$ cat config.mk
export PLATFORM = sky130hd
export DESIGN_NAME = hilo_mdu_ctrl
export DESIGN_NICKNAME = d
export VERILOG_FILES = /design/src/rtl/hilo_mdu_ctrl.sv
export SDC_FILE = /design/constraint.sdc
export NUM_CORES = 1
export LEC_CHECK = 0
export BUFFER_PORTS_ARGS = -buffer_cell sky130_fd_sc_hd__buf_2
export CORE_UTILIZATION = 45
export DETAILED_ROUTE_END_ITERATION = 12
export MAX_ROUTING_LAYER = met4
export PLACE_DENSITY = 0.75
export SYNTH_ARGS = -nofsm -noshare
export SYNTH_HDL_FRONTEND = slang
export SYNTH_SLANG_ARGS = --single-unit
$ cat constraint.sdc
create_clock -name clk -period 1.94 [get_ports clk]
set_clock_uncertainty 0.15 [all_clocks]
set_input_delay 0.388 -clock clk [delete_from_list [all_inputs] [get_ports clk]]
set_output_delay 0.388 -clock clk [all_outputs]
set_load 0.01 [all_outputs]
$ cat src/rtl/hilo_mdu_ctrl.sv
// hilo_mdu_ctrl
//   Control and result-holding stage around an iterative 32x32 multiplier
//   core. It accepts MULT / MFHI / MFLO / MTHI / MTLO from the execute stage
//   and drives registered, stable operands into the core. MUL_LAT cycles after
//   a MULT is accepted, it captures the 64-bit product into HI/LO. The pipeline
//   is stalled while a multiply is in flight. MFHI/MFLO return a registered
//   one-cycle response.
//
// Handshake: a request transfers on a rising edge where op_valid && op_ready.
//   op_ready depends only on FSM state, never on op_valid or op. The requester
//   holds op/op_a/op_b stable until the transfer. stall = op_valid && !op_ready.
//
// Ports
//   clk, rst          rising-edge clock, synchronous active-high reset
//   op_valid/op_ready request handshake; op selects the operation
//   op_a, op_b        multiplicand/multiplier, or MTHI/MTLO write data (op_a)
//   stall             combinational pipeline stall
//   busy              multiply in flight
//   mul_a, mul_b      registered operands to the multiplier core
//   mul_ans, mul_of   product and overflow flag from the core
//   rd_data, rd_valid MFHI/MFLO response (rd_valid is a one-cycle pulse)
//   hi, lo            architectural HI/LO
//   of_flag           mul_of captured at the end of the last MULT
module hilo_mdu_ctrl #(
  parameter int unsigned MUL_LAT = 34
) (
  input  logic        clk,
  input  logic        rst,
  input  logic        op_valid,
  input  logic [2:0]  op,
  input  logic [31:0] op_a,
  input  logic [31:0] op_b,
  output logic        op_ready,
  output logic        stall,
  output logic        busy,
  output logic [31:0] mul_a,
  output logic [31:0] mul_b,
  input  logic [63:0] mul_ans,
  input  logic        mul_of,
  output logic [31:0] rd_data,
  output logic        rd_valid,
  output logic [31:0] hi,
  output logic [31:0] lo,
  output logic        of_flag
);

  localparam logic [2:0] OP_MULT = 3'b000;
  localparam logic [2:0] OP_MFHI = 3'b001;
  localparam logic [2:0] OP_MFLO = 3'b010;
  localparam logic [2:0] OP_MTHI = 3'b011;
  localparam logic [2:0] OP_MTLO = 3'b100;

  // Loaded on accept. The WAIT state then lasts exactly MUL_LAT cycles:
  // MUL_LAT-1 decrements, plus the capture cycle at cnt == 0.
  localparam logic [7:0] CNT_LOAD = 8'(MUL_LAT - 1);

  typedef enum logic {S_IDLE, S_WAIT} state_t;

  state_t     state;
  state_t     state_next;
  logic [7:0] cnt;
  logic       accept;

  assign accept = op_valid && op_ready;

  // State register
  always_ff @(posedge clk) begin
    if (rst) state <= S_IDLE;
    else     state <= state_next;
  end

  // Next-state logic
  always_comb begin
    state_next = state;
    case (state)
      S_IDLE: if (accept && op == OP_MULT) state_next = S_WAIT;
      S_WAIT: if (cnt == 8'd0)             state_next = S_IDLE;
      default: state_next = S_IDLE;
    endcase
  end

  // Output logic. op_ready comes from state only, so the only
  // input-to-output combinational path is op_valid -> stall.
  always_comb begin
    op_ready = (state == S_IDLE);
    busy     = (state == S_WAIT);
    stall    = op_valid && (state != S_IDLE);
  end

  // Datapath registers
  always_ff @(posedge clk) begin
    if (rst) begin
      cnt      <= 8'd0;
      mul_a    <= 32'd0;
      mul_b    <= 32'd0;
      hi       <= 32'd0;
      lo       <= 32'd0;
      rd_data  <= 32'd0;
      rd_valid <= 1'b0;
      of_flag  <= 1'b0;
    end else begin
      rd_valid <= 1'b0;
      if (state == S_IDLE) begin
        if (accept) begin
          case (op)
            OP_MULT: begin
              mul_a <= op_a;
              mul_b <= op_b;
              cnt   <= CNT_LOAD;
            end
            OP_MFHI: begin
              rd_data  <= hi;
              rd_valid <= 1'b1;
            end
            OP_MFLO: begin
              rd_data  <= lo;
              rd_valid <= 1'b1;
            end
            OP_MTHI: hi <= op_a;
            OP_MTLO: lo <= op_a;
            default: ;  // NOP codes: accepted, no effect
          endcase
        end
      end else begin
        // mul_a/mul_b are not touched here, so they stay stable for the core.
        if (cnt != 8'd0) begin
          cnt <= cnt - 8'd1;
        end else begin
          hi      <= mul_ans[63:32];
          lo      <= mul_ans[31:0];
          of_flag <= mul_of;
        end
      end
    end
  end

endmodule
### Word level (Yosys, flattened, before mapping)

Index checks and enable logic that the tools add are counted.

* bits in registers: 171
* input bits: 135
* output and inout port bits: 165
* logic and storage cells: 55

* $add $sub $neg: 1
* equality and inequality tests: 6
* mux-type cells: 17
* bitwise operators: 3
* reduce and logical (&&, ||, !) cells: 19

Operator list (count)
* 32-bit 2-to-1 mux: 8
* 32-bit one-hot mux with 2 select lines: 1
* 8-bit 2-to-1 mux: 4
* 3-bit AND reduction: 5
* 2-bit nonzero test: 5
* 8-bit zero test: 1
* 8-bit nonzero test: 1
* 8-bit by 1-bit subtractor with 8-bit output (second input constant): 1
* 3-bit by 2-bit equality test with 1-bit output (second input constant): 2
* 3-bit by 1-bit equality test with 1-bit output (second input constant): 1
* 3-bit equality test (second input constant): 1
* 1-bit logical AND: 3
* 3-bit zero test: 1
* 1-bit 2-to-1 mux: 3
* 1-bit inverter: 3
* 3-bit OR reduction: 1
* 2-bit by 1-bit != test with 1-bit output (second input constant): 1
* 2-bit != test (second input constant): 1
* 1-bit one-hot mux with 2 select lines: 1
* 2-bit AND reduction: 1
* 2-bit OR reduction: 1

### Depth between registers and ports, before layout

Gate-level depths: netlist (run 1).

* depth after elaboration: 5
* gate-level depth with buffers: 6
* gate-level depth less buffers: 5

### Worst setup path before layout (run 1)

Ideal clock, no wire load.

* kind: reg2reg
* start point: register cnt[0]
* end point: register lo[11]
* setup time: 0.121 ns
* arrival: 1.694 ns
* data required time: 1.669 ns
* path slack: -0.025 ns
* cell stages (with the launch flop): 7
* buffers on the path: 1
* period minus slack after synthesis: 1.965 ns
* path through: dfxtp_1 -> inv_1 -> ha_1 -> and4bb_2 -> a22oi_2 -> buf_2 -> mux2_2

* cells in the longest elaborated chain, start to end: 3

RTL lines
* from (decl): RTL line 61 `logic [7:0] cnt;`
* from (signal assigned): RTL line 127 `cnt <= cnt - 8'd1;`
* 8-bit nonzero test: RTL line 126 `if (cnt != 8'd0) begin`
* 2-bit != test (no line)
* 3-bit AND reduction (no line)
* to (signal assigned): RTL line 120 `OP_MTLO: lo <= op_a;`
* to (signal assigned): RTL line 130 `lo <= mul_ans[31:0];`
* to (decl): RTL line 43 `output logic [31:0] lo,`

No other way between the ends.
A chain may end at the register's enable or synchronous reset.

### Worst setup path in the final report (run 1)

* start point: register cnt[0]
* end point: register hi[18]

* cells in the longest elaborated chain, start to end: 3

RTL lines
* 8-bit nonzero test: RTL line 126
* 2-bit != test (no line)
* 3-bit AND reduction (no line)
* to (signal assigned): RTL line 119 `OP_MTHI: hi <= op_a;`
* to (signal assigned): RTL line 129 `hi <= mul_ans[63:32];`
* to (decl): RTL line 42 `output logic [31:0] hi,`

No other way between the ends.

==> results.md, run 1 <==
Floorplanning:
- The starting density of the core is 45.93%.
- In this run the vertical extent of the chip is 134.6 µm.
- The top-level port count is 300.
- The die covers 18130 µm².
- The floorplan step set the die width to 134.6 µm.
- The floorplan core area is 17240 µm².
- The number of placement rows is 48.

GRT:
- Entering global routing, the biggest net connects 49 pins.
- The global-route wire length before repair is 38.81 mm.
- In the global route stage, overall resource usage came out at 28.05%.
- Summed over all layers, the global routing overflow is 0.
- The via count of the first global-routing pass was 7337.
- The initial antenna violation count is 1.

Finish:
- Of the cells placed in the final design, the portion with a size suffix greater than 1 is 40.15%.
- The post-route core utilization is 65.03%.
- The final layout contains 1342 nets.
- Summing all non-filler instances in the final layout gives an area of 11210 µm².
- The area growth from synthesis to layout is 41.60%.

Timing:
- In the finished design, the share of the clock period the worst path needs comes to 104.6%.
- The total of endpoints with negative setup slack in the final report is 61.
- For the final routed database, the setup TNS stands at -2.589 ns.
- The clock period minus worst slack is 2.030 ns.
- The measured slew at the worst slew-check pin is 0.4533 ns.
- In this run the tightest slew margin relative to its limit is 69.78%.
- The number of hold-slack violations in the final timing report was 0.
- The tightest hold path in the finished design has a slack of 0.05110 ns.
- Setup repair after global routing could not meet its margin everywhere.
- After layout, the worst setup slack is -0.08956 ns.
- The timing-limited maximum frequency is 0.4927 GHz.
- The final number of max-transition violations is 0.

Logic synthesis:
- The predominant post-synthesis flop cell is sky130_fd_sc_hd__dfxtp_1.
- The post-synthesis average cell area is 8.806 µm².
- The post-synthesis share of cell area spent on full adders, half adders and majority gates is 0.1581%.
- In this run, synthesis produced a sequential element count of 171.
- The area fraction in compound gates after synthesis is 15.93%.
- The net count of the mapped netlist is 1035.
- The count of distinct cell types in the synthesized netlist is 41.
- Summing the areas of all xor and xnor instances in the mapped netlist gives 0.1106% of the synthesized area.
- The area of the mapped netlist is 7916 µm².
- The combinational family with the most area after synthesis is simple AND/OR/NAND/NOR gates.
- The async set-reset flop share out of synthesis is 0%.
- Counting flops with a built-in enable in the synthesized netlist gives 0.
- The fraction of synthesized area in multiplexers is 17.59%.
- The total of warnings raised by yosys is 0.
- The sequential cell area fraction in the yosys report is 43.24%.
- The number of instances in the synthesized netlist is 899.
- The simple-gate share of the synthesized area is 18.24%.

Critical path:
- The critical path in this run is classified as reg2reg.
- The element type at the critical path start is a flip-flop.
- In this run the worst path has a maximum fanout of 11.
- The worst setup path is captured at a flip-flop.
- STA puts the critical path data arrival time at 2.20 ns.
- The required time at the worst-slack endpoint is 2.11 ns.

Power:
- In this run the power density over the cells is 736.2 nW/µm².
- The maximum vdd ir drop is 0.6717 mV.
- The total power is 8.252 mW.
- The leakage power is 4.963 nW.

Routing:
- The met3 wirelength from detailed routing is 1.713 mm.
- After detailed routing, the average wire length per cell comes to 18.13 µm.
- After detailed routing, the number of remaining DRC violations is 0.
- Dividing the detail-routed via count by the number of cells gives 5.547.
- The count of TritonRoute iterations in the first routing pass is 6.
- The detailed route wirelength on metal2 is 12.56 mm.
- In this run, the number of DRC markers left after iteration 0 of detailed routing was 450.
- After detailed routing, no signal wire sits above met4.
- The count of antenna-violating nets left after detailed routing is 0.
- In the final routing, the length of wire on met1 measures 11.15 mm.
- Across all layers, the routed design uses 8016 vias.
- The routed wire length is 26.20 mm.

Flow run:
- The count of max-cap constraint violations is 0.

Placed design:
- Summing all placed instances gives a cell area of 10020 µm².
- Buffers placed on the I/O ports in this run total 299.
- Detailed placement finished with a half-perimeter wire length of 17.17 mm.
- Routability-driven placement finished with a final weighted congestion of 0.8669.

CTS:
- TritonCTS built the clock tree.
- The total of hold buffers inserted after clock tree synthesis is 0.
- No sink is reached through more buffers than the 2 on the longest clock path.
- The tree built by TritonCTS fans out to 171 sinks.
- After clock tree synthesis, the clock-pin slew on the worst setup and hold paths is 0.07 ns.
- The number of clock buffers inserted by TritonCTS is 17.
- The tree is rooted in a sky130_fd_sc_hd__clkbuf_16.
- The clock latency on the worst-skew pair is 0.43 ns.
- The depth of the CTS H-tree is 4.

Min path:
- The class of the tightest hold or removal check is in2reg.

Outcome:
- The final reports fail on setup timing.
- The flow ran to the end, but the final reports show violations.
[cells by family after synthesis]
family,after synthesis
flops,171
mux,131
xor+xnor,1
simple gates,287
fa+ha+maj,1
compound gates,218
buf+inv,90
[cells in the final DEF, fill, tap and decap left out, types with 6 or more instances in the layout]
cell and instances:
sky130_fd_sc_hd__mux2i_1 66, sky130_fd_sc_hd__mux2_2 9, sky130_fd_sc_hd__nand3_1 66, sky130_fd_sc_hd__o21ai_0 67, sky130_fd_sc_hd__a311oi_1 32, sky130_fd_sc_hd__clkbuf_16 20, sky130_fd_sc_hd__dfxtp_1 168, sky130_fd_sc_hd__nor2_1 69
sky130_fd_sc_hd__nand2_1 66, sky130_fd_sc_hd__mux2_4 55, sky130_fd_sc_hd__buf_2 298, sky130_fd_sc_hd__clkbuf_8 6, sky130_fd_sc_hd__nor2b_1 68, sky130_fd_sc_hd__a21oi_1 102, sky130_fd_sc_hd__buf_4 42, sky130_fd_sc_hd__buf_12 17
sky130_fd_sc_hd__buf_6 6
[metal layers]
metal | vias up | GRT usage [%]
li1 | 3793 | -
met1 | 3843 | 36.18
met2 | 326 | 44.04
met3 | 54 | 4.092
met4 | 0 | 11.42
met5 | - | -
[path summary, 6_finish.rpt]
kind	start	endpoint	slack (ns)	depth (start not counted)
min reg2reg	mul_a[25]	mul_a[25]	0.32	2
max reg2reg	cnt[0]	hi[18]	-0.09	6
max	cnt[0]	hi[18]	-0.09	6
min	op_b[19]	mul_b[19]	0.05	3
[synth_stat cells (3+ instances only)]
cell type                    n  area share, %
sky130_fd_sc_hd__clkbuf_1   57            2.7
sky130_fd_sc_hd__a21oi_1   102            6.4
sky130_fd_sc_hd__mux2_2     58            8.3
sky130_fd_sc_hd__a211oi_1    4           0.38
sky130_fd_sc_hd__inv_1       3           0.14
sky130_fd_sc_hd__buf_2      26            1.6
sky130_fd_sc_hd__o21ai_1     4           0.25
sky130_fd_sc_hd__dfxtp_1   171             43
sky130_fd_sc_hd__a311oi_1   32            3.5
sky130_fd_sc_hd__nor2b_1    68            5.4
sky130_fd_sc_hd__nand2_1    66            3.1
sky130_fd_sc_hd__nor2_1     69            3.3
sky130_fd_sc_hd__o21ai_0    67            4.2
sky130_fd_sc_hd__mux2_1      7            1.0
sky130_fd_sc_hd__mux2i_1    66            8.3
sky130_fd_sc_hd__nand3_1    66            4.2
[registers in the layout, indices dropped and copies added (netlist names)]
name	cells
hi	32
lo	32
mul_a	32
mul_b	32
rd_data	32
cnt	8
busy	1
of_flag	1
rd_valid	1
[final cells by class]
type,count,area [µm²]
diodes,2,5.005
clock buffers,23,508.0
clock inverters,8,82.58
fillers,1439,6027
inverters,4,17.52
multi-input cells,638,4390
flip-flops and latches,171,3430
well taps,225,281.5
repair buffers,374,2495
[critical path, stage by stage, from the launching register on]
cell	delay [ns]
sky130_fd_sc_hd__dfxtp_2	0.34
sky130_fd_sc_hd__inv_2	0.05
sky130_fd_sc_hd__ha_4	0.15
sky130_fd_sc_hd__and4bb_2	0.26
sky130_fd_sc_hd__a32oi_4	0.39
sky130_fd_sc_hd__buf_12	0.23
sky130_fd_sc_hd__mux2_2	0.34
[what timing repair did]
| item | in CTS | in global routing |
|---|---|---|
| endpoints found under the setup margin | 67 | 52 |
| resized for setup | 18 | 57 |
| pin swaps | 2 | 3 |
| gates cloned | 5 | 4 |
| buffers inserted | 7 | 4 |
[per-stage QoR]
stage / setup slack [ns] / std cells
finish: -0.08956 / 1445
global placement: -0.09407 / 1392
global route: -0.1128 / 1444
detailed placement: -0.1227 / 1392
CTS: -0.02861 / 1435
floorplan: -0.02519 / 899
[report_power, final]
part | internal, mW | total [mW] | leakage (nW) | switching [mW]
Clock | 1.98 | 3.40 | 0.292 | 1.42
Combinational | 0.548 | 1.15 | 3.28 | 0.603
Sequential | 3.63 | 3.71 | 1.39 | 0.0752
Power figures use the tool's default switching activity.
==> run 2: changes to the inputs <==
CELL_PAD_IN_SITES_DETAIL_PLACEMENT = 0   (was unset)
CELL_PAD_IN_SITES_GLOBAL_PLACEMENT = 2   (was unset)
CORE_MARGIN = 5   (was unset)
CORE_UTILIZATION = 25   (was 45)
PLACE_DENSITY = 0.74   (was 0.75)
==> results.md, run 2 (synthesis results as in run 1) <==
Outcome:
- The run finished with clean final reports.

Finish:
- The synthesis-to-finish area growth is 40.18%.
- In the final layout, the share of cells above drive strength 1 is 39.25%.
- The summed area of non-filler cells in the final layout is 11100 µm².
- Leaving out fill and tap cells, the most frequent cells in the layout are sky130_fd_sc_hd__buf_2, sky130_fd_sc_hd__dfxtp_1, sky130_fd_sc_hd__a21oi_1.
- The net count of the finished layout is 1329.
- Fill cells in the final layout number 3338.
- The library cell used most frequently in the layout, excluding fill and tap cells, is sky130_fd_sc_hd__buf_2.

Floorplanning:
- The floorplan core area is 31390 µm².
- Measured along the y axis, the die boundary spans 187.9 µm.
- During I/O placement, the number of pins put on the boundary was 300.
- The floorplan die width is 187.9 µm.
- The starting density of the core is 25.22%.
- The number of placement rows is 65.
- The die covers 35320 µm².

Power:
- IR analysis of the VDD net gives a maximum drop of 0.4856 mV.
- In this run the static leakage power is 4.735 nW.
- In this run the power density over the cells is 753.0 nW/µm².
- The design draws 8.356 mW.

Critical path:
- The required time at the worst-slack endpoint is 2.09 ns.
- The highest-delay cell along the critical path is sky130_fd_sc_hd__dfxtp_2.
- Walking the worst path, the cells encountered are inv_2, ha_4, and4bb_4, a22oi_2, buf_4, buf_16, mux2_2.
- The largest fanout of any net on the critical path is 9.
- The end of the critical path is lo[23].
- At the worst endpoint, the arrival time is 2.06 ns.
- The critical path is of the reg2reg type.
- The worst register-to-register path has a setup slack of 0.03 ns.
- Measured in cells, the most critical reg-to-reg path has a length of 7.
- The worst register-to-register path ends at lo[23].
- The reg-to-reg startpoint is cnt[0].
- The element type at the critical path end is a flip-flop.
- The element type at the critical path start is a flip-flop.
- The launching element of the worst setup path is cnt[0].
- For this run, the slowest stage of the critical path takes 0.33 ns.

GRT:
- The maximum number of pins on one net before global-route repair is 63.
- The overflow left after global routing is 0.
- The first global-routing pass estimated 45.57 mm of wire.
- The via count of the first global-routing pass is 7483.
- The global-route usage over all layers is 16.86%.
- The initial antenna violation count came to 2.

Routing:
- The count of antenna-violating nets left after detailed routing is 0.
- The average wire length per cell after detail routing is 18.77 µm.
- After the first detailed-routing iteration, the DRC count stood at 475.
- The via count of the routed design is 7581.
- The residual DRC count is 0.
- The ratio of routed vias to standard cells is 4.712.
- The routed wire length is 30.21 mm.
- For this run, the detailed router's first-pass iteration total came to 5.

Min path:
- The class of the tightest hold or removal check is in2reg.

Placed design:
- Timing analysis after detailed placement gives a worst setup slack of -0.08707 ns.
- After legalization and detailed placement, the total HPWL measured 21.43 mm.
- The congestion estimate from routability-driven global placement came to 0.8000.
- Buffers placed on the I/O ports in this run total 299.
- The placed instances occupy a cell area of 10250 µm².

Timing:
- The share of the cycle needed by the critical path after routing is 98.21%.
- The setup TNS is 0 ns.
- The clock period minus worst slack is 1.905 ns.
- The final number of max-transition violations came to 0.
- The total of endpoints with negative setup slack in the final report is 0.
- The final worst slack is 0.03479 ns.
- The measured slew at the worst slew-check pin is 0.4104 ns.
- Setup repair after global routing could not meet its margin everywhere.
- The final worst hold slack is 0.05457 ns.
- Based on the critical path, the design can be clocked at up to 0.5249 GHz.
- The number of hold-slack violations in the final timing report is 0.
- The worst slew slack as a fraction of its limit is 72.64%.

Flow run:
- The tool flagged a number of max-cap violations equal to 0.

CTS:
- The total of hold buffers inserted after clock tree synthesis is 0.
- The clock latency on the worst-skew pair is 0.42 ns.
- The maximum count of clock buffers along a single path is 2.
- The depth of the CTS H-tree is 4.
- The number of clock buffers inserted by TritonCTS is 17.
- The clock sink total is 171.
- After clock tree synthesis, the clock-pin slew on the worst setup and hold paths is 0.08 ns.
- TritonCTS built the clock tree.
- CTS placed an instance of sky130_fd_sc_hd__clkbuf_16 at the clock tree root.
## run 2: critical path: cells and delay by family, from the launching register on
family	cells	cell delay (ns)
multiplexers	1	0.33
flip-flops	1	0.33
buffers and inverters	3	0.37
AND/OR/NAND/NOR	1	0.22
adder cells (fa/ha/maj)	1	0.15
AO/OA/AOI/OAI	1	0.24
## run 2: layout make-up
cell class | count | area (µm²) | area share [%]
multi-input cells | 638 | 4287 | 38.63
diodes | 2 | 5.005 | 0.04510
flip-flops and latches | 171 | 3431 | 30.92
clock buffers | 17 | 425.4 | 3.834
repair buffers | 361 | 2270 | 20.45
well taps | 402 | 503.0 | 4.533
clock inverters | 14 | 161.4 | 1.455
inverters | 4 | 15.01 | 0.1353
## run 2: power breakdown
part / switching [mW] / internal (mW) / total [mW]
registers: 0.0748 / 3.63 / 3.70
logic: 0.609 / 0.513 / 1.12
clock network: 1.60 / 1.93 / 3.53
total: 2.28 / 6.07 / 8.36
## run 2: metal layers
layer	GRT usage [%]	vias to the layer above	routed length [µm]
met3	2.829	15	1256
met4	3.698	0	413
li1	-	3755	-
met5	-	-	0
met1	22.45	3617	13840
met2	27.06	194	14690
## run 2: repair_timing
item,in CTS,in global routing
pin swaps,1,2
gates resized for setup,31,15
endpoints found under the setup margin,65,64
setup buffers,9,0
cloned,3,0
## run 2: through the flow
stage          std cells  utilization, %
2_1_floorplan        899               -
3_3_place_gp        1567           32.66
3_5_place_dp        1567           32.66
4_1_cts             1610           35.39
5_1_grt             1609           35.35
6_report            1609           35.35
## run 2: how the worst min path moves through the flow
stage              start   endpoint  slack [ns]  depth (start not counted)
6_report         op_b[1]   mul_b[1]        0.05                          3
5_1_grt          op_b[1]   mul_b[1]        0.04                          3
4_1_cts          op_b[1]   mul_b[1]        0.03                          3
3_5_place_dp   mul_a[16]  mul_a[16]        0.31                          2
3_3_place_gp   mul_b[18]  mul_b[18]        0.31                          2
2_1_floorplan     cnt[7]     cnt[7]        0.33                          2
==> run 3: changes to the inputs <==
ABC_AREA = 1   (was unset)
CORE_UTILIZATION = 22   (was 25)
PLACE_DENSITY = 0.73   (was 0.74)
==> results.md, run 3 <==
Outcome:
- The flow ran to the end, and the final reports show no timing, DRC or antenna violations.

Finish:
- The share of final-layout standard cells stronger than drive strength 1 is 28.45%.
- The most frequent standard cell in the layout excluding fill and tap cells is sky130_fd_sc_hd__nand2_1.
- At the end of the flow, the number of nets in the layout was 1494.
- In the layout the commonest cells are sky130_fd_sc_hd__nand2_1, sky130_fd_sc_hd__buf_2, sky130_fd_sc_hd__nor2_1.
- The number of filler cells placed in the layout is 3683.
- Once layout is complete, the utilization of the core stands at 30.48%.
- Relative to the synthesized area, the layout overhead comes to 36.05%.

Min path:
- The class of the tightest hold or removal check is in2reg.

Routing:
- The routed design uses 14.05 mm of met2 wire.
- In this run, the number of DRC markers left after iteration 0 of detailed routing was 527.
- After detailed routing, the number of vias per cell comes to 4.248.
- The uppermost layer routed is met4.
- The pre-antenna-repair detailed-routing pass consisted of 5 iterations.
- After detailed routing, the number of remaining DRC violations is 0.
- Summed over all nets, wire length on met3 after detailed routing comes to 1.939 mm.
- The average wire length per cell after detail routing is 16.74 µm.
- The count of antenna-violating nets left after detailed routing is 0.
- Summing over every cut layer, the via total after detailed routing is 7711.
- The routed design has 30.39 mm of wire.
- In the final routing, the length of wire on met1 measures 13.97 mm.

Floorplanning:
- Once the floorplan was initialized, standard cells occupied 22.40% of the core.
- The floorplan die height is 192.5 µm.
- The die covers 37050 µm².
- The floorplan has 66 rows.
- The floorplan core area is 32700 µm².
- In this run the count of I/O pins placed on the die edge is 300.
- The die is 192.5 µm wide.

Timing:
- The share of the cycle needed by the critical path after routing is 94.55%.
- The number of hold-slack violations in the final timing report is 0.
- In this run the tightest slew margin relative to its limit is 67.32%.
- The timing-limited maximum frequency is 0.5452 GHz.
- The final worst hold slack is 0.04264 ns.
- The measured slew at the worst slew-check pin is 0.4902 ns.
- The final worst slack is 0.1057 ns.
- The setup TNS is 0 ns.
- Setup repair after global routing left no endpoint under its margin.
- The clock period minus worst slack is 1.834 ns.
- The final number of max-transition violations came to 0.
- Setup violations remaining at the end of the flow were counted as 0.

Logic synthesis:
- The net count of the mapped netlist is 1212.
- After technology mapping, the gate count stands at 1076.
- The total of warnings raised by yosys is 0.
- The average instance in the mapped netlist occupies 6.808 µm².
- Sorting the synthesized cells by area gives the leading types as sky130_fd_sc_hd__dfxtp_1, sky130_fd_sc_hd__nand2_1, sky130_fd_sc_hd__nor2_1.
- The fraction of post-synthesis cell area in the top cell type by area is 46.73%.
- The synthesized netlist occupies a cell area of 7326 µm².
- For this run, the leading register cell type out of synthesis is sky130_fd_sc_hd__dfxtp_1.
- After synthesis, the most frequently instantiated cells are sky130_fd_sc_hd__nand2_1, sky130_fd_sc_hd__nor2_1, sky130_fd_sc_hd__dfxtp_1.
- The sequential cell area fraction in the yosys report is 46.73%.
- The register bit total from synthesis is 171.
- Counting flops with an async set or reset pin after synthesis yields a share of 0%.
- The biggest area contributor in the post-synthesis netlist is sky130_fd_sc_hd__dfxtp_1.
- The count of flip-flops with a built-in enable after synthesis is 0.
- The library cell with the highest instance count after synthesis is sky130_fd_sc_hd__nand2_1.
- The count of distinct cell types in the synthesized netlist is 28.

Critical path:
- The required time at the worst-slack endpoint is 1.40 ns.
- The type of the worst setup path is reg2out.
- Data on the critical path arrives at its endpoint at 1.30 ns.
- The worst setup path is launched from a flip-flop.
- STA classifies the critical path endpoint as a primary output.
- The largest fanout of any net on the critical path is 43.

Placed design:
- The detailed placer's ending HPWL is 22.31 mm.
- The quantity of I/O buffers inserted on ports is 299.
- Routability-driven placement finished with a final weighted congestion of 0.7839.
- The worst setup timing slack at the placement stage is 0.05457 ns.

CTS:
- For the worst-skew pair, the clock arrives at the later sink with an insertion delay of 0.44 ns.
- The number of clock buffers inserted by TritonCTS is 17.
- The depth of the CTS H-tree is 4.
- After clock tree synthesis, the clock-pin slew on the worst setup and hold paths is 0.07 ns.
- The clock drives 171 sinks.
- TritonCTS built the clock tree.
- The longest clock path from root to sink contains 2 buffers.
- The tree is rooted in a sky130_fd_sc_hd__clkbuf_16.

GRT:
- The via count of the first global-routing pass came to 7647.
- The initial antenna violation count came to 2.
- The global-route wire length before repair is 45.51 mm.
- Global routing consumed, over all layers together, 16.55% of the routing resources.
- Entering global routing, the biggest net connects 74 pins.
- Summed over all layers, the global routing overflow is 0.

Power:
- In this run the power density over the cells is 849.5 nW/µm².
- The leakage power is 4.914 nW.
- The worst-case IR drop observed on VDD is 0.5785 mV.

Flow run:
- Across the run, the number of max-cap violations was 0.
-- run 3: critical path: stages (launching register included) --
cell                      delay, ns
sky130_fd_sc_hd__dfxtp_2       0.38
sky130_fd_sc_hd__buf_12        0.24
sky130_fd_sc_hd__nand2_1       0.07
sky130_fd_sc_hd__inv_1         0.05
sky130_fd_sc_hd__buf_2         0.12
-- run 3: layout make-up --
cell class	instances	area [µm²]	area share, %
Multi-Input combinational cell	816	3431	34.42
Sequential cell	171	3425	34.36
Timing Repair Buffer	335	1867	18.73
Tap cell	442	553.0	5.549
Clock buffer	19	452.9	4.544
Clock inverter	13	163.9	1.644
Inverter	17	70.07	0.7030
Antenna cell	2	5.005	0.05021
-- run 3: path summary, 6_finish.rpt --
| check | start | depth (start not counted) | slack, ns | end |
|---|---|---|---|---|
| hold reg to reg | mul_b[22] | 2 | 0.31 | mul_b[22] |
| setup / recovery | busy | 4 | 0.11 | stall |
| hold / removal | op_b[24] | 3 | 0.04 | mul_b[24] |
| setup reg to reg | cnt[1] | 10 | 0.16 | hi[18] |
-- run 3: metal layers --
layer / global-route usage, % / vias to the layer above
met1: 21.71 / 3512
met2: 25.78 / 214
met3: 3.763 / 22
li1: - / 3963
met4: 4.526 / 0
met5: - / -
-- run 3: kinds of logic after synthesis --
family / share of synthesized area (%)
DFF: 46.73
adders and majority gates: 0.1708
AOI/OAI and AO/OA: 9.428
xor gates and xnor gates: 0.2392
and+or+nand+nor: 36.79
buffers and inverters: 6.644
-- run 3: timing repair --
item,CTS,global route
gates resized for setup,2,7
hold buffers,0,0
endpoints found under the setup margin,2,30
pin swaps,0,2
buffers inserted,0,2
cloned,0,0
-- run 3: power breakdown --
part	switching [mW]	leakage (nW)	internal [mW]	total, mW
clock	1.58	0.301	2.11	3.69
combinational	0.627	3.22	0.394	1.02
sequential	0.104	1.39	3.65	3.76
-- run 3: through the flow --
stage	instance area (µm²)	power (mW)	instances
floorplan	7326	4.345	1076
global placement	9295	4.872	1779
detailed placement	9295	4.870	1779
CTS	9920	8.606	1811
global route	9967	8.880	1815
finish	9967	8.467	1815
